## config.mk

```make
export PLATFORM = sky130hd
export DESIGN_NAME = lp_grid_solver
export DESIGN_NICKNAME = d
export VERILOG_FILES = /design/src/rtl/lp_grid_solver.sv
export SDC_FILE = /design/constraint.sdc
export NUM_CORES = 2
export LEC_CHECK = 0
export CAP_MARGIN = 0
export CORE_MARGIN = 2
export CORE_UTILIZATION = 50
export DETAILED_ROUTE_END_ITERATION = 8
export HOLD_SLACK_MARGIN = 0.12
export PLACE_DENSITY_LB_ADDON = 0.1
export SYNTH_ARGS = -nofsm -noshare
export SYNTH_HDL_FRONTEND = slang
export SYNTH_SLANG_ARGS = --single-unit
```

## constraint.sdc

```tcl
create_clock -name clk -period 8.4 [get_ports clk]
set_input_delay 1.26 -clock clk [delete_from_list [all_inputs] [get_ports clk]]
set_output_delay 1.26 -clock clk [all_outputs]
set_load 0.01 [all_outputs]
```

## src/rtl/lp_grid_solver.sv

```systemverilog
`default_nettype none
// ============================================================================
// Module   : lp_grid_solver
// Purpose  : Two-variable integer LP solved by brute-force scan of the box
//            grid, LANES consecutive x1 points evaluated per cycle.
// Revision : 1.0 - initial release
// ============================================================================
module lp_grid_solver #(
    parameter int NCON  = 6,
    parameter int CW    = 6,
    parameter int BW    = 12,
    parameter int LANES = 1
) (
    input  logic                    clk,
    input  logic                    rst,
    input  logic                    in_valid,
    output logic                    in_ready,
    input  logic                    in_mode,
    input  logic signed [CW-1:0]    in_a1,
    input  logic signed [CW-1:0]    in_a2,
    input  logic signed [BW-1:0]    in_b,
    output logic                    out_valid,
    output logic signed [CW+BW+1:0] out_value,
    output logic signed [BW-1:0]    out_x1,
    output logic signed [BW-1:0]    out_x2,
    output logic [1:0]              out_status
);
    localparam int VW  = CW + BW + 2;
    localparam int XW  = BW + 2;
    localparam int BCW = $clog2(NCON + 1);

    localparam logic [1:0] c_IDLE = 2'd0;
    localparam logic [1:0] c_LOAD = 2'd1;
    localparam logic [1:0] c_SCAN = 2'd2;
    localparam logic [1:0] c_DONE = 2'd3;

    localparam logic [1:0] c_ST_OPT    = 2'b00;
    localparam logic [1:0] c_ST_INFEAS = 2'b01;
    localparam logic [1:0] c_ST_BADBOX = 2'b10;

    localparam logic [BCW-1:0]       c_LAST_BEAT = BCW'(NCON);
    localparam logic [BCW-1:0]       c_BEAT_ONE  = BCW'(1);
    localparam logic signed [CW-1:0] c_POS_ONE   = CW'(1);
    localparam logic signed [CW-1:0] c_NEG_ONE   = '1;
    localparam logic signed [XW-1:0] c_X_ONE     = XW'(1);
    localparam logic signed [XW-1:0] c_X_LANES   = XW'(LANES);

    logic [1:0]              r_state;
    logic [1:0]              w_next_state;
    logic [BCW-1:0]          r_beat;
    logic                    r_mode;
    logic signed [CW-1:0]    r_c1, r_c2;
    logic signed [CW-1:0]    r_a1 [NCON];
    logic signed [CW-1:0]    r_a2 [NCON];
    logic signed [BW-1:0]    r_b  [NCON];
    logic [3:0]              r_seen, w_seen;
    logic signed [XW-1:0]    r_x1max, r_x1min, r_x2max, r_x2min;
    logic signed [XW-1:0]    w_x1max, w_x1min, w_x2max, w_x2min;
    logic signed [XW-1:0]    r_x1, r_x2;
    logic                    r_have;
    logic signed [VW-1:0]    r_best_val;
    logic signed [BW-1:0]    r_best_x1, r_best_x2;
    logic signed [VW-1:0]    r_out_value;
    logic signed [BW-1:0]    r_out_x1, r_out_x2;
    logic [1:0]              r_out_status;

    logic                    w_accept, w_last_beat, w_bad;
    logic signed [XW-1:0]    w_b_x, w_next_x1;
    logic                    w_row_end, w_scan_end;
    logic signed [VW-1:0]    w_a1e [NCON];
    logic signed [VW-1:0]    w_a2e [NCON];
    logic signed [VW-1:0]    w_be  [NCON];
    logic signed [VW-1:0]    w_c1e, w_c2e, w_x1e, w_x2e, w_x1maxe;
    logic [LANES-1:0]        w_feas;
    logic signed [VW-1:0]    w_obj [LANES];
    logic signed [BW-1:0]    w_lx1 [LANES];
    logic                    w_nb_have;
    logic signed [VW-1:0]    w_nb_val;
    logic signed [BW-1:0]    w_nb_x1, w_nb_x2;

    assign w_accept    = in_valid && in_ready;
    assign w_last_beat = w_accept && (r_state == c_LOAD) && (r_beat == c_LAST_BEAT);
    assign w_b_x       = {{(XW-BW){in_b[BW-1]}}, in_b};

    // Box bounds including the beat being accepted, so the final beat's box
    // form is visible to the BAD_BOX decision and the scan start point.
    always_comb begin
        w_x1max = r_x1max;
        w_x1min = r_x1min;
        w_x2max = r_x2max;
        w_x2min = r_x2min;
        w_seen  = r_seen;
        if (w_accept && (r_state == c_LOAD)) begin
            if (in_a1 == c_POS_ONE && in_a2 == '0) begin
                w_x1max   = w_b_x;
                w_seen[0] = 1'b1;
            end
            if (in_a1 == c_NEG_ONE && in_a2 == '0) begin
                w_x1min   = -w_b_x;
                w_seen[1] = 1'b1;
            end
            if (in_a1 == '0 && in_a2 == c_POS_ONE) begin
                w_x2max   = w_b_x;
                w_seen[2] = 1'b1;
            end
            if (in_a1 == '0 && in_a2 == c_NEG_ONE) begin
                w_x2min   = -w_b_x;
                w_seen[3] = 1'b1;
            end
        end
    end

    assign w_bad = (w_seen != 4'hF) || (w_x1max < w_x1min) || (w_x2max < w_x2min);

    assign w_next_x1  = r_x1 + c_X_LANES;
    assign w_row_end  = (w_next_x1 > r_x1max);
    assign w_scan_end = w_row_end && (r_x2 == r_x2max);

    assign w_c1e    = {{(VW-CW){r_c1[CW-1]}}, r_c1};
    assign w_c2e    = {{(VW-CW){r_c2[CW-1]}}, r_c2};
    assign w_x1e    = {{(VW-XW){r_x1[XW-1]}}, r_x1};
    assign w_x2e    = {{(VW-XW){r_x2[XW-1]}}, r_x2};
    assign w_x1maxe = {{(VW-XW){r_x1max[XW-1]}}, r_x1max};

    for (genvar k = 0; k < NCON; k++) begin : g_con
        assign w_a1e[k] = {{(VW-CW){r_a1[k][CW-1]}}, r_a1[k]};
        assign w_a2e[k] = {{(VW-CW){r_a2[k][CW-1]}}, r_a2[k]};
        assign w_be[k]  = {{(VW-BW){r_b[k][BW-1]}}, r_b[k]};
    end

    for (genvar l = 0; l < LANES; l++) begin : g_lane
        localparam logic signed [VW-1:0] c_OFF = VW'(l);
        logic signed [VW-1:0] w_px1;
        logic                 w_ok;

        assign w_px1 = w_x1e + c_OFF;

        always_comb begin
            w_ok = (w_px1 <= w_x1maxe);
            for (int k = 0; k < NCON; k++) begin
                if (w_a1e[k] * w_px1 + w_a2e[k] * w_x2e > w_be[k]) begin
                    w_ok = 1'b0;
                end
            end
        end

        assign w_feas[l] = w_ok;
        assign w_obj[l]  = w_c1e * w_px1 + w_c2e * w_x2e;
        assign w_lx1[l]  = w_px1[BW-1:0];
    end

    // Incumbent is offered first, then lanes in ascending order: strict
    // improvement only, so ties keep the earliest point in scan order.
    always_comb begin
        w_nb_have = r_have;
        w_nb_val  = r_best_val;
        w_nb_x1   = r_best_x1;
        w_nb_x2   = r_best_x2;
        for (int l = 0; l < LANES; l++) begin
            if (w_feas[l] && (!w_nb_have ||
                (r_mode ? (w_obj[l] < w_nb_val) : (w_obj[l] > w_nb_val)))) begin
                w_nb_have = 1'b1;
                w_nb_val  = w_obj[l];
                w_nb_x1   = w_lx1[l];
                w_nb_x2   = r_x2[BW-1:0];
            end
        end
    end

    always_ff @(posedge clk) begin
        if (rst) begin
            r_state <= c_IDLE;
        end else begin
            r_state <= w_next_state;
        end
    end

    always_comb begin
        w_next_state = r_state;
        case (r_state)
            c_IDLE:  if (w_accept) w_next_state = c_LOAD;
            c_LOAD:  if (w_last_beat) w_next_state = w_bad ? c_DONE : c_SCAN;
            c_SCAN:  if (w_scan_end) w_next_state = c_DONE;
            default: w_next_state = c_IDLE;
        endcase
    end

    always_comb begin
        in_ready  = (r_state == c_IDLE) || (r_state == c_LOAD);
        out_valid = (r_state == c_DONE);
    end

    always_ff @(posedge clk) begin
        if (rst) begin
            r_beat       <= '0;
            r_mode       <= 1'b0;
            r_c1         <= '0;
            r_c2         <= '0;
            r_seen       <= '0;
            r_x1max      <= '0;
            r_x1min      <= '0;
            r_x2max      <= '0;
            r_x2min      <= '0;
            r_x1         <= '0;
            r_x2         <= '0;
            r_have       <= 1'b0;
            r_best_val   <= '0;
            r_best_x1    <= '0;
            r_best_x2    <= '0;
            r_out_value  <= '0;
            r_out_x1     <= '0;
            r_out_x2     <= '0;
            r_out_status <= '0;
            for (int k = 0; k < NCON; k++) begin
                r_a1[k] <= '0;
                r_a2[k] <= '0;
                r_b[k]  <= '0;
            end
        end else begin
            r_x1max <= w_x1max;
            r_x1min <= w_x1min;
            r_x2max <= w_x2max;
            r_x2min <= w_x2min;
            r_seen  <= w_seen;
            case (r_state)
                c_IDLE: begin
                    if (w_accept) begin
                        r_mode <= in_mode;
                        r_c1   <= in_a1;
                        r_c2   <= in_a2;
                        r_beat <= c_BEAT_ONE;
                        r_seen <= '0;
                        r_have <= 1'b0;
                    end
                end
                c_LOAD: begin
                    if (w_accept) begin
                        for (int k = 0; k < NCON; k++) begin
                            if (r_beat == BCW'(k + 1)) begin
                                r_a1[k] <= in_a1;
                                r_a2[k] <= in_a2;
                                r_b[k]  <= in_b;
                            end
                        end
                        r_beat <= r_beat + c_BEAT_ONE;
                        if (r_beat == c_LAST_BEAT) begin
                            r_beat <= '0;
                            r_x1   <= w_x1min;
                            r_x2   <= w_x2min;
                            if (w_bad) begin
                                r_out_status <= c_ST_BADBOX;
                                r_out_value  <= '0;
                                r_out_x1     <= '0;
                                r_out_x2     <= '0;
                            end
                        end
                    end
                end
                c_SCAN: begin
                    r_have     <= w_nb_have;
                    r_best_val <= w_nb_val;
                    r_best_x1  <= w_nb_x1;
                    r_best_x2  <= w_nb_x2;
                    if (w_row_end) begin
                        r_x1 <= r_x1min;
                        r_x2 <= r_x2 + c_X_ONE;
                    end else begin
                        r_x1 <= w_next_x1;
                    end
                    if (w_scan_end) begin
                        r_out_status <= w_nb_have ? c_ST_OPT : c_ST_INFEAS;
                        r_out_value  <= w_nb_have ? w_nb_val : '0;
                        r_out_x1     <= w_nb_have ? w_nb_x1 : '0;
                        r_out_x2     <= w_nb_have ? w_nb_x2 : '0;
                    end
                end
                default: ;
            endcase
        end
    end

    assign out_value  = r_out_value;
    assign out_x1     = r_out_x1;
    assign out_x2     = r_out_x2;
    assign out_status = r_out_status;

endmodule
`default_nettype wire

```

[Word level (Yosys, flattened, before mapping)]
Memory sizes are Yosys's and may differ from the RTL's.
Cells that the tools add are included.
Storage, ports and cells
  register bits after elaboration: 197
  latch bits: 0
  RAM bits: 144
  memory bits (read-only): 0
  input bits: 28
  output and inout port bits: 48
  word-level logic and storage cells: 243
  memories: 3
Cells by class
  $add $sub $neg: 11
  multipliers: 14
  divide/modulo/power cells: 0
  order comparisons: 12
  equal/unequal tests: 22
  shifts and indexed selects: 0
  multiplexer cells: 116
  bitwise gates (word level): 18
  reduce and logical (&&, ||, !) cells: 27
Memories
  r_b: depth 6, bits a word 12, rd ports 6, clocked after memory_dff 0, wr ports 6, line 55  | logic signed [BW-1:0] r_b [NCON];
  r_a1: depth 6, bits a word 6, rd ports 6, clocked after memory_dff 0, wr ports 6, line 53  | logic signed [CW-1:0] r_a1 [NCON];
  r_a2: depth 6, bits a word 6, rd ports 6, clocked after memory_dff 0, wr ports 6, line 54  | logic signed [CW-1:0] r_a2 [NCON];
Operator list (number)
  6-bit by 14-bit multiplier with 20-bit output: 14
  14-bit two-way mux: 14
  12-bit two-way mux: 15
  20-bit adder: 7
  20-bit by 12-bit > comparator with 1-bit output: 6
  20-bit two-way mux: 6
  6-bit two-way mux: 12
  14-bit case mux with 2 select lines: 2
  12-bit case mux with 2 select lines: 2
  1-bit two-way mux: 47
  20-bit case mux with 2 select lines: 1
  14-bit by 2-bit adder with 14-bit output, second input constant: 2
  14-bit less-than comparator: 2
  20-bit > comparator: 1
  20-bit less-than comparator: 1
  1-bit OR: 18
  14-bit == test: 1
  14-bit > comparator: 1
  14-bit <= comparator: 1
  2-bit two-way mux: 7
  12-bit negator with 14-bit output: 1
  6-bit by 1-bit == test with 1-bit output, second input constant: 2
  6-bit by 2-bit == test with 1-bit output, second input constant: 2
  6-bit zero test: 2
  24 further kinds: 53

[Depth between registers and ports, before layout]
  word-level depth: 14
  depth in mapped cells: 38

[Least setup slack after synthesis]
Ideal clock, no wire load.
  path kind: register -> register
  start point: register r_x2[2]
  end point: register r_have
  library setup time: 0.078 ns
  data arrival time: 8.556 ns
  path slack: -0.234 ns
  cell stages (with the launch flop): 34
  cell sequence: dfxtp_1 -> clkbuf_1 -> clkbuf_1 -> clkbuf_1 -> nand2_1 -> fa_1 -> fa_1 -> inv_1 -> fa_1 -> fa_1 -> fa_1 -> fa_1 -> ha_1 -> nor2b_1 -> o21ai_0 -> a21boi_0 -> o41ai_1 -> o21ai_0 -> o41ai_1 -> o21ai_0 -> mux2i_1 -> a2111oi_0 -> ha_1 -> nand4_1 -> nor4_1 -> a21bo_2 -> a31oi_1 -> a211oi_1 -> nor4_1 -> and4b_1 -> clkbuf_1 -> clkbuf_1 -> a21oi_1 -> nor3_1
On the way
  longest elaborated chain between the ends: 12
Ends and longest elaborated chain
  from (decl): line 59  | logic signed [XW-1:0] r_x1, r_x2;
  from (signal assigned): line 249  | r_x2 <= w_x2min;
  from (signal assigned): line 266  | r_x2 <= r_x2 + c_X_ONE;
  6-bit by 14-bit multiplier with 20-bit output: line 141  | if (w_a1e[k] * w_px1 + w_a2e[k] * w_x2e > w_be[k]) begin
  20-bit adder: line 141
  20-bit by 12-bit > comparator with 1-bit output: line 141
  1-bit two-way mux (6 in a row): line 141
  1-bit logical AND (*): line 160  | if (w_feas[l] && (!w_nb_have ||
  1-bit two-way mux (*): line 160
  1-bit case mux with 2 select lines (*): line 225  | case (r_state)
  to (signal assigned): line 260  | r_have <= w_nb_have;
  to (decl): line 60  | logic r_have;
Mark *: on every way between the ends. The rest lies on a longest branch, timed or not.
A chain may end at the register's enable or synchronous reset.

[Worst setup path after layout]
  start point: register r_x1[5]
  end point: register r_best_val[13]
On the way
  longest elaborated chain between the ends: 11
Ends and longest elaborated chain
  from (decl): line 59
  from (signal assigned): line 248  | r_x1 <= w_x1min;
  from (signal assigned): line 265  | r_x1 <= r_x1min;
  from (signal assigned): line 268  | r_x1 <= w_next_x1;
  6-bit by 14-bit multiplier with 20-bit output: line 141
  20-bit adder: line 141
  20-bit by 12-bit > comparator with 1-bit output: line 141
  1-bit two-way mux (6 in a row): line 141
  1-bit logical AND: line 160
  20-bit two-way mux (*): line 160
  to (signal assigned): line 261  | r_best_val <= w_nb_val;
  to (decl): line 61  | logic signed [VW-1:0] r_best_val;
Marks and branches as above.

==> reports/metrics.cfg <==
[worst_setup_path]
cp.required_ns=8.94
cp_common_cell=fa_1
critPathSlowestCell=fa_1
start_kind=flip-flop
critPathCaptureType=flip-flop
arrival_ns=8.99
max_stage_delay_ns=0.58
crit_fanout=6
path_class=reg -> reg

[synthesis]
yosys_most_used_dff=dfxtp_1
synth.distinct_cells=75
ys_async_sr_fraction_pct=0
syn_inst=6578
syn_avg_cell_area_sq_um=9.11
synth_edf_count=144
synth_nets=8292
synth_warnings=0
ys_ff_latch=341
seq_area_frac_synth_pct=13.8
syn_area_sq_um=59900

[grt]
grt_use_total_pct=30.9
grt_max_degree=90
grt_overflow=0
grt_pass1_wl_microns=288000
antenna_found_initial=13
grt_pass1_vias=48800

[clock_tree]
clk_latency_ns=0.63
cts.sinks=341
numCtsBuffers=42
clock_path_buffers=3
clk_pin_slew_ns=0.06
cts-htree-levels=2
cts-root-buf=clkbuf_16
cts_tree=built

[sta]
max_slew_margin_pct=10.2
hold_viol_final=0
holdWs_ns=0.463
fmax_mhz=118
skew_ns=0.0382
slew_violations=0
setup_ws_ns=-0.0437
setup_viol=35
fin_crit_sh_pct=101
period_needed_ns=8.44
rsz0062_at_grt=true
worst_pin_slew_ns=1.34

[floorplan]
die_w_microns=350
die_y_microns=350
row_count=127
io-pin-count=76
start_util_pct=50.2
core_sq_um=119000
die_area_sq_um=123000

[power]
pwr-share-clk_pct=11.9
leakage_nw=31.6
ir_worst_vdd_v=0.000530
power_mw=17.0
power_density_nw_per_um2=247
p_sw_mw=8.30
p_seq_share_pct=11.2
internal_power_mw=8.73
share_comb_of_total_power_pct=76.9
swShare_pct=48.8

[layout]
fin_nets=8586
stdcell_count=8525
area_growth_pct=14.9
final_area_sq_um=68900
fin_util_pct=57.7
layout-drive-gt1-share_pct=11.8

[detailed_routing]
wl_per_cell_microns=21.9
drtIter0Drc=3958
drt_wl_total_microns=187000
via_per_inst=5.53
ant_nets=0
first_pass_iters=6
route.detailed.drc=0
vias=47100

[placed_design]
port_buffers=75
dp.cells=8357
gp_congestion=0.923
dp_hpwl_microns=145000
place_area_sq_um=65300

[run]
cap_viol_max_count=0

[hold_path]
hp-class=reg -> reg

[run_status]
status=finished, violations left
failed_checks=negative setup slack

per-layer routing:
layer,GRT usage (%),wire length [microns],up-vias
li1,-,-,21300
met1,43.4,79200,23800
met2,48.9,84900,1718
met3,5.22,15800,325
met4,9.67,7140,0
met5,0,0,-
final timing paths:
check / from / to / slack (ns) / cells past startpoint
worst max-delay path: r_x1[5]$_SDFFE_PP0P_ / r_best_val[13]$_SDFFE_PP0P_ / -0.04 / 34
worst min-delay path: out_status[0]$_SDFFE_PP0P_ / out_status[0]$_SDFFE_PP0P_ / 0.46 / 2
worst max register to register: r_x1[5]$_SDFFE_PP0P_ / r_best_val[13]$_SDFFE_PP0P_ / -0.04 / 34
worst min register to register: out_status[0]$_SDFFE_PP0P_ / out_status[0]$_SDFFE_PP0P_ / 0.46 / 2
kinds of logic after synthesis:
family                     count (synthesis)  synth area share (%)
muxes                                     54                 0.931
adders and majority gates               1686                  48.0
buffers and inverters                   1495                  9.42
and+or+nand+nor                         2190                  18.1
DFF                                      341                  13.8
AOI/OAI and AO/OA                        598                  6.59
xor gates and xnor gates                 214                  3.13
synthesized netlist by cell type (all sizes together) (5+ instances only):
library cell / n / area (sq um)
o31ai: 54 / 405
nand4: 87 / 544
fa: 1022 / 20500
and2: 546 / 3420
nor4: 20 / 131
o2111ai: 6 / 52.6
or2: 9 / 56.3
o221ai: 6 / 52.6
and3: 29 / 181
a21oi: 183 / 927
nor2: 216 / 813
buf: 24 / 124
nand3b: 9 / 67.6
clkbuf: 322 / 1210
nand3: 141 / 706
a2111oi: 8 / 70.1
o21bai: 12 / 90.1
o41ai: 7 / 87.6
or3: 16 / 100
inv: 1145 / 4300
a31oi: 11 / 68.8
xor2: 34 / 298
a21o: 37 / 278
nor2b: 24 / 150
o211ai: 58 / 435
a21boi: 10 / 75.1
xnor2: 180 / 1580
dfxtp: 197 / 3940
nor3: 81 / 405
edfxtp: 144 / 4320
ha: 664 / 8310
or4: 6 / 48.8
and4: 9 / 78.8
mux2i: 40 / 400
a211oi: 30 / 225
nand2: 844 / 3170
nand2b: 138 / 863
mux2: 14 / 158
o21a: 25 / 188
o21ai: 91 / 455
a221oi: 14 / 123
a211o: 8 / 70.1
o22ai: 5 / 31.3
power by group through the flow:
stage / clock network [mW] / registers [mW] / logic [mW]
finish: 2.03 / 1.91 / 13.1
global route: 2.11 / 1.91 / 14.6
CTS: 2.06 / 1.91 / 12.3
detailed placement: 0 / 1.94 / 11.9
global placement: 0 / 1.94 / 11.8
floorplan: 0 / 1.88 / 7.89
placed cells by master (no fill, tap or decap), drive strengths merged, types with 37 or more instances in the layout:
cell type | Yosys | final
nand3 | 141 | 141
clkbuf | 322 | 74
nand2 | 844 | 844
o31ai | 54 | 54
dfxtp | 197 | 197
a21oi | 183 | 183
nor3 | 81 | 81
clkdlybuf4s50 | 0 | 71
ha | 664 | 664
a21o | 37 | 37
xnor2 | 180 | 180
edfxtp | 144 | 144
inv | 1145 | 1147
nand4 | 87 | 87
buf | 24 | 514
fa | 1022 | 1022
mux2i | 40 | 40
nor2 | 216 | 216
o211ai | 58 | 58
and2 | 546 | 546
o21ai | 91 | 91
nand2b | 138 | 138
cell type report:
type,count,area [sq um]
fill,10700,50500
multi-input combinational,4742,47000
sequential,341,8330
timing repair buffer,596,5670
inverter,1149,4310
tap,1612,2020
clock buffer,63,1220
clock inverter,14,288
antenna,8,20.0
metrics by stage:
step,setup TNS (ns),worst slack (ns)
detailed placement,-33.36,-0.483
CTS,-0.251,-0.0347
finish,-0.555,-0.0437
global placement,-17.15,-0.320
global route,-22.33,-0.305
floorplan,-2.26,-0.0574
flip-flops by register name, indices dropped and copies added, names as in the netlist, 3 cells and up:
name	flops
r_x1min	14
r_seen	4
r_x2	14
r_best_x1	12
r_best_x2	12
r_beat	3
r_a1	36
r_best_val	20
r_c1	6
r_c2	6
r_x1	14
r_b	72
r_x2min	14
out_value	20
r_x2max	14
r_a2	36
r_x1max	14
out_x2	12
out_x1	12
what timing repair did:
action                                  CTS  global route
gates resized for setup                  78           182
pin swaps                                46           120
hold buffers                              0             0
buffers inserted                         34            33
endpoints found under the setup margin   90            90
cloned                                    5            15
critical path: cells and delay by family (launching register included):
family	cells	cell delay, ns
compound gates	9	1.53
xor+xnor	1	0.10
fa+ha+maj	8	3.72
buf+inv	7	0.71
flops	1	0.37
simple gates	9	1.90
(Power assumes the default switching activity.)
